**config.mk**
```make
export PLATFORM = sky130hd
export DESIGN_NAME = sram_dual_port_arbiter
export DESIGN_NICKNAME = d
export VERILOG_FILES = /design/src/rtl/sram_dual_port_arbiter.sv
export SDC_FILE = /design/constraint.sdc
export NUM_CORES = 1
export LEC_CHECK = 0
export BUFFER_PORTS_ARGS = -buffer_cell sky130_fd_sc_hd__buf_2
export CORE_UTILIZATION = 30
export CTS_CLUSTER_DIAMETER = 120
export DETAILED_ROUTE_END_ITERATION = 12
export HOLD_SLACK_MARGIN = 0.06
export PLACE_DENSITY = 0.62
export SYNTH_ARGS = -nofsm -noshare
export SYNTH_HDL_FRONTEND = slang
export SYNTH_SLANG_ARGS = --single-unit
```
**constraint.sdc**
```tcl
create_clock -name UserCLK -period 2.74 [get_ports UserCLK]
set_input_delay 0.548 -clock UserCLK [delete_from_list [all_inputs] [get_ports UserCLK]]
set_output_delay 0.548 -clock UserCLK [all_outputs]
set_load 0.005 [all_outputs]
```
**src/rtl/sram_dual_port_arbiter.sv**
```systemverilog
// ----------------------------------------------------------------------------
// sram_dual_port_arbiter
//
// Shares one single-port SRAM macro between two fabric requesters (A and B).
// Each requester has a valid/ready command channel and a read-return channel.
// The winning command is registered onto the macro pins; a {is_read, owner}
// tag follows it down the pipeline so read data is steered back to the
// requester that issued it. The macro stays disabled until CONFIGURED.
//
// Ports:
//   UserCLK            block clock, forwarded to the macro as CLK_SRAM
//   RST                synchronous, active-high reset
//   CONFIGURED         fabric configuration done; no grants while low
//   A_* / B_*          per-requester command (VALID/READY/WE/ADDR/WDATA/BM)
//                      and read return (RVALID pulse, RDATA held)
//   *_SRAM outputs     registered macro command pins (ADDR/DIN/BM/WEN/REN/MEN)
//   DOUT_SRAM          macro read data, valid the cycle after the macro edge
//   BUSY               a read occupies pipeline stage 1 or 2
// ----------------------------------------------------------------------------
module sram_dual_port_arbiter #(
   parameter int ADDR_W     = 10,
   parameter int DATA_W     = 32,
   parameter int FIXED_PRIO = 0
) (
   input  logic              UserCLK,
   input  logic              RST,
   input  logic              CONFIGURED,
   // requester A
   input  logic              A_VALID,
   output logic              A_READY,
   input  logic              A_WE,
   input  logic [ADDR_W-1:0] A_ADDR,
   input  logic [DATA_W-1:0] A_WDATA,
   input  logic [DATA_W-1:0] A_BM,
   output logic              A_RVALID,
   output logic [DATA_W-1:0] A_RDATA,
   // requester B
   input  logic              B_VALID,
   output logic              B_READY,
   input  logic              B_WE,
   input  logic [ADDR_W-1:0] B_ADDR,
   input  logic [DATA_W-1:0] B_WDATA,
   input  logic [DATA_W-1:0] B_BM,
   output logic              B_RVALID,
   output logic [DATA_W-1:0] B_RDATA,
   // SRAM macro pins
   output logic [ADDR_W-1:0] ADDR_SRAM,
   output logic [DATA_W-1:0] DIN_SRAM,
   output logic [DATA_W-1:0] BM_SRAM,
   output logic              WEN_SRAM,
   output logic              REN_SRAM,
   output logic              MEN_SRAM,
   input  logic [DATA_W-1:0] DOUT_SRAM,
   output logic              CLK_SRAM,
   output logic              BUSY
);

   localparam logic [0:0] ST_UNCONF = 1'b0;
   localparam logic [0:0] ST_RUN    = 1'b1;

   localparam logic P_FIXED = (FIXED_PRIO != 0);

   // state
   logic [0:0]        r_state;
   logic              r_rr_ptr;      // 0 = A wins next conflict, 1 = B

   // stage 0: macro command registers
   logic [ADDR_W-1:0] r_addr;
   logic [DATA_W-1:0] r_din;
   logic [DATA_W-1:0] r_bm;
   logic              r_wen;
   logic              r_ren;
   logic              r_men;

   // pipeline tags: stage 1 = command on macro pins, stage 2 = data on DOUT
   logic              r_s1_rd;
   logic              r_s1_own;      // 0 = A, 1 = B
   logic              r_s2_rd;
   logic              r_s2_own;

   // read return
   logic              r_a_rvalid;
   logic              r_b_rvalid;
   logic [DATA_W-1:0] r_a_rdata;
   logic [DATA_W-1:0] r_b_rdata;

   // arbitration
   logic              w_run;
   logic              w_gnt_a;
   logic              w_gnt_b;
   logic              w_xfer;
   logic              w_contested;
   logic              w_we;
   logic [ADDR_W-1:0] w_addr;
   logic [DATA_W-1:0] w_wdata;
   logic [DATA_W-1:0] w_bm;

   // Grants also require CONFIGURED in the current cycle, so a drop of
   // CONFIGURED blocks new commands immediately rather than one edge late.
   always_comb begin
      w_run   = (r_state == ST_RUN) && CONFIGURED;
      w_gnt_a = 1'b0;
      w_gnt_b = 1'b0;
      if (w_run) begin
         if (A_VALID && B_VALID) begin
            if (P_FIXED || (r_rr_ptr == 1'b0)) begin
               w_gnt_a = 1'b1;
            end else begin
               w_gnt_b = 1'b1;
            end
         end else begin
            w_gnt_a = A_VALID;
            w_gnt_b = B_VALID;
         end
      end
   end

   always_comb begin
      w_xfer      = w_gnt_a | w_gnt_b;
      w_contested = A_VALID & B_VALID & w_xfer;
      if (w_gnt_b) begin
         w_we    = B_WE;
         w_addr  = B_ADDR;
         w_wdata = B_WDATA;
         w_bm    = B_BM;
      end else begin
         w_we    = A_WE;
         w_addr  = A_ADDR;
         w_wdata = A_WDATA;
         w_bm    = A_BM;
      end
   end

   always_ff @(posedge UserCLK) begin
      if (RST) begin
         r_state    <= ST_UNCONF;
         r_rr_ptr   <= 1'b0;
         r_addr     <= '0;
         r_din      <= '0;
         r_bm       <= '0;
         r_wen      <= 1'b0;
         r_ren      <= 1'b0;
         r_men      <= 1'b0;
         r_s1_rd    <= 1'b0;
         r_s1_own   <= 1'b0;
         r_s2_rd    <= 1'b0;
         r_s2_own   <= 1'b0;
         r_a_rvalid <= 1'b0;
         r_b_rvalid <= 1'b0;
         r_a_rdata  <= '0;
         r_b_rdata  <= '0;
      end else begin
         case (r_state)
            ST_UNCONF: if (CONFIGURED)  r_state <= ST_RUN;
            default:   if (!CONFIGURED) r_state <= ST_UNCONF;
         endcase

         if (w_contested && !P_FIXED) begin
            r_rr_ptr <= ~r_rr_ptr;
         end

         // stage 0: address/data/mask hold when idle; only enables drop
         if (w_xfer) begin
            r_addr <= w_addr;
            r_din  <= w_wdata;
            r_bm   <= w_bm;
            r_wen  <= w_we;
            r_ren  <= ~w_we;
            r_men  <= 1'b1;
         end else begin
            r_wen  <= 1'b0;
            r_ren  <= 1'b0;
            r_men  <= 1'b0;
         end

         // tags keep moving after CONFIGURED drops so in-flight reads finish
         r_s1_rd  <= w_xfer & ~w_we;
         r_s1_own <= w_gnt_b;
         r_s2_rd  <= r_s1_rd;
         r_s2_own <= r_s1_own;

         r_a_rvalid <= r_s2_rd & ~r_s2_own;
         r_b_rvalid <= r_s2_rd &  r_s2_own;
         if (r_s2_rd && !r_s2_own) r_a_rdata <= DOUT_SRAM;
         if (r_s2_rd &&  r_s2_own) r_b_rdata <= DOUT_SRAM;
      end
   end

   assign A_READY   = w_gnt_a;
   assign B_READY   = w_gnt_b;
   assign A_RVALID  = r_a_rvalid;
   assign B_RVALID  = r_b_rvalid;
   assign A_RDATA   = r_a_rdata;
   assign B_RDATA   = r_b_rdata;
   assign ADDR_SRAM = r_addr;
   assign DIN_SRAM  = r_din;
   assign BM_SRAM   = r_bm;
   assign WEN_SRAM  = r_wen;
   assign REN_SRAM  = r_ren;
   assign MEN_SRAM  = r_men;
   assign CLK_SRAM  = UserCLK;
   assign BUSY      = r_s1_rd | r_s2_rd;

endmodule
```
# After elaboration in Yosys (flattened, before gate mapping)
# Index checks and enable logic that the tools add are counted.
[word_totals] inputBits=187 ff_bits=149 elab_cells=45 out_inout_bits=147
[op_classes] n_reduce_logical=6 bitwise_logic=11 mux=12
[ops] operator="two-way mux 32 bit" count=2
[ops] operator="two-way mux 10 bit" count=1
[ops] operator="two-way mux 1 bit" count=9
[ops] operator="AND 1 bit" count=5
[ops] operator="logical AND 1 bit" count=4
[ops] operator="NOT 1 bit" count=4
[ops] operator="bitwise OR 1 bit" count=2
[ops] operator="OR reduction 2 bit" count=1
[ops] operator="zero test 1 bit" count=1

# Longest topological paths before layout
[logic_depth] depth_word=6 mapped_depth=6

==> run_results.csv <==
group,metric,value,unit
outcome,outcome,"finished, final reports clean",
clock_network,path_clk_slew,70,ps
synthesis,yosys_warnings,0,
critical_path,path_max_fanout,2,
pwr,swShare,0.2384,
route,ant_nets,0,
synthesis,synth-edff-count,0,
grt,grt_use_total,0.2033,
grt,grt_first_pass_wirelength,31.29,mm
route,drt_iter0_markers,351,
sta,final_hold_viol_count,0,
synthesis,synth_nets,851,
floorplanning,fp-row-count,50,
route,wl_per_cell,16.67,microns
hold_path,hp-class,"in -> reg",
sta,slew_violations,0,
pwr,p_comb_frac,0.076,
grt,grt_max_degree,76,
critical_path,crit_arrival,1740,ps
critical_path,crit_chain,"clkbuf_16, clkbuf_16, buf_2",
sta,setup-violations-final,0,
route,drc_errors,0,
grt,overflow,0,
pwr,p_leak,0.003544,uW
critical_path,cpPeakStageDelay,130,ps
critical_path,crit_family,"buffers and inverters",
synthesis,ys_types,22,
critical_path,criticalPathCategory,"clk -> out",
synthesis,synth_common_cells,"dfxtp_1 (149), a21oi_1 (138), nand2_1 (129)",
pwr,powerDensity,641.5,nW/um^2
synthesis,synth_flop_cell,"dfxtp_1",
floorplanning,die_h,140.2,microns
synthesis,synth_sequential_area_ratio,0.5205,
place,dp_hpwl,13.43,mm
floorplanning,fp.dieW,140.2,microns
clock_network,hold_buffers,0,
synthesis,syn_area,5730,sq um
synthesis,synth_most_common_cell,"dfxtp_1",
sta,clock_skew,7.545,ps
pwr,intPower,3991,uW
synthesis,yosys.area.top_type_share,0.5205,
critical_path,critical_path_buf_inv_count,3,
floorplanning,core,18710,sq um
floorplanning,initial_utilization,0.3064,
route,vias,6176,
synthesis,yosys.area.top_type,"dfxtp_1",
critical_path,endpoint_kind,"output pin",
pwr,p_sw,1249,uW
critical_path,start_kind,"clock port",
grt,grt_antenna_before_repair,2,
pwr,power.share.clock,0.499,
finish,drive_gt1_frac,0.4014,
finish,fill_cells,1921,
pwr,ir_worst_vdd,0.4025,mV
floorplanning,ioPinCount,334,
route,viasPerCell,5.104,
sta,tns,0,ps
grt,first_global_vias,5807,
finish,final_util,0.4367,
floorplanning,die_area,19660,sq um
synthesis,async_reset_ff_frac,0,
place,gp_congestion,0.8538,
route,drt_wl_total,20.17,mm
synthesis,ys_ff_latch,149,
critical_path,slowest_stage,"clkbuf_16",
sta,slew_headroom,0.6738,
synthesis,synthCells,664,
job,maxCapViolCount,0,
clock_network,cts_setup_buffers,0,
place,portBuffers,333,
synthesis,syn_avg_cell_area,8.630,sq um
clock_network,worstSkewPairLatency,530,ps
sta,rsz0062_at_grt,"false",
clock_network,cts_tree,"yes",
pwr,p_total,5240,uW
finish,area_growth,42.55,%
clock_network,cts_resized,0,
route,dr.pass1.iters,5,
pwr,sequentialPowerShare,0.425,
critical_path,cp.required,2190,ps
finish,layout.nets,1148,
synthesis,synth_area_leaders,"dfxtp_1 (52%), a21oi_1 (12%), a32oi_1 (11%)",
sta,worst_pin_slew,489.2,ps
critical_path,timing.critical_path.mode_cell,"clkbuf_16",
[flip-flops by register name (all words and copies together), names as in the netlist, 10 cells and up]
| signal | count |
|---|---|
| BM_SRAM | 32 |
| A_RDATA | 32 |
| ADDR_SRAM | 10 |
| DIN_SRAM | 32 |
| B_RDATA | 32 |
[final timing paths]
check,start,endpoint,slack [ps],cells past startpoint
max,UserCLK,CLK_SRAM,460,3
max reg2reg,r_rr_ptr$_SDFFE_PP0P_,DIN_SRAM[11]$_SDFFE_PP0P_,1180,4
min reg2reg,r_s1_own$_SDFF_PP0_,r_s2_own$_SDFF_PP0_,440,1
min,B_BM[24],BM_SRAM[24]$_SDFFE_PP0P_,270,3
[layout make-up]
class                   instances  area, sq um  area share
clock inverters                12        142.6     0.01746
well taps                     234        292.8     0.03584
clock buffers                  24        536.8     0.06571
diodes                          2        5.005   0.0006127
multi-input cells             441         2387      0.2922
repair buffers                348         1822      0.2230
flip-flops and latches        149         2983      0.3651
[metal layers]
layer	vias up	wire [microns]	part of all wire	track usage
met2	248	10140	0.50	0.3492
met4	0	380	0.019	0.07287
li1	2987	-	-	-
met1	2912	8192	0.41	0.2359
met5	-	0	0	0
met3	29	1455	0.072	0.06632
[power by group through the flow]
stage | logic (uW) | clock network, uW | registers (uW)
6_report | 401 | 2610 | 2230
5_1_grt | 436 | 2790 | 2230
4_1_cts | 401 | 2680 | 2230
3_5_place_dp | 399 | 15.9 | 2270
3_3_place_gp | 400 | 15.9 | 2270
2_1_floorplan | 168 | 23.7 | 2280
[worst min-delay path: stages]
cell	delay [ps]
buf_2	100
nand3_1	50
a21oi_1	50
[cells in the final DEF (no fill, tap or decap), types with 2 or more instances in the layout]
| cell | instances |
|---|---|
| nor2b_1 | 4 |
| and2_1 | 2 |
| clkbuf_8 | 2 |
| buf_4 | 14 |
| a32oi_1 | 74 |
| bufinv_16 | 2 |
| buf_12 | 3 |
| nand2_1 | 129 |
| nor2_1 | 4 |
| and3_1 | 3 |
| nand3_1 | 75 |
| dfxtp_1 | 149 |
| inv_6 | 4 |
| clkinvlp_4 | 3 |
| clkbuf_16 | 20 |
| a21oi_1 | 138 |
| diode_2 | 2 |
| buf_2 | 332 |
[cells by family (layout without fill, tap and decap cells)]
logic type | count (synthesis) | in the layout | synth area share
xor gates and xnor gates | 1 | 1 | 0.001529
and+or+nand+nor | 224 | 224 | 0.1701
AOI/OAI and AO/OA | 216 | 216 | 0.2408
other | 0 | 2 | 0
buffers and inverters | 74 | 384 | 0.06703
DFF | 149 | 149 | 0.5205
[stage by stage]
step	setup WS [ps]	hold slack, ps	instances	area, sq um
floorplan	711.3	413.8	664	5731
global placement	719.9	430.3	1173	7490
detailed placement	719.9	430.9	1173	7490
CTS	456.6	243.0	1208	8164
global route	420.3	243.0	1210	8169
finish	456.7	268.6	1210	8169
Note: power is estimated with default switching activity, not from simulation.
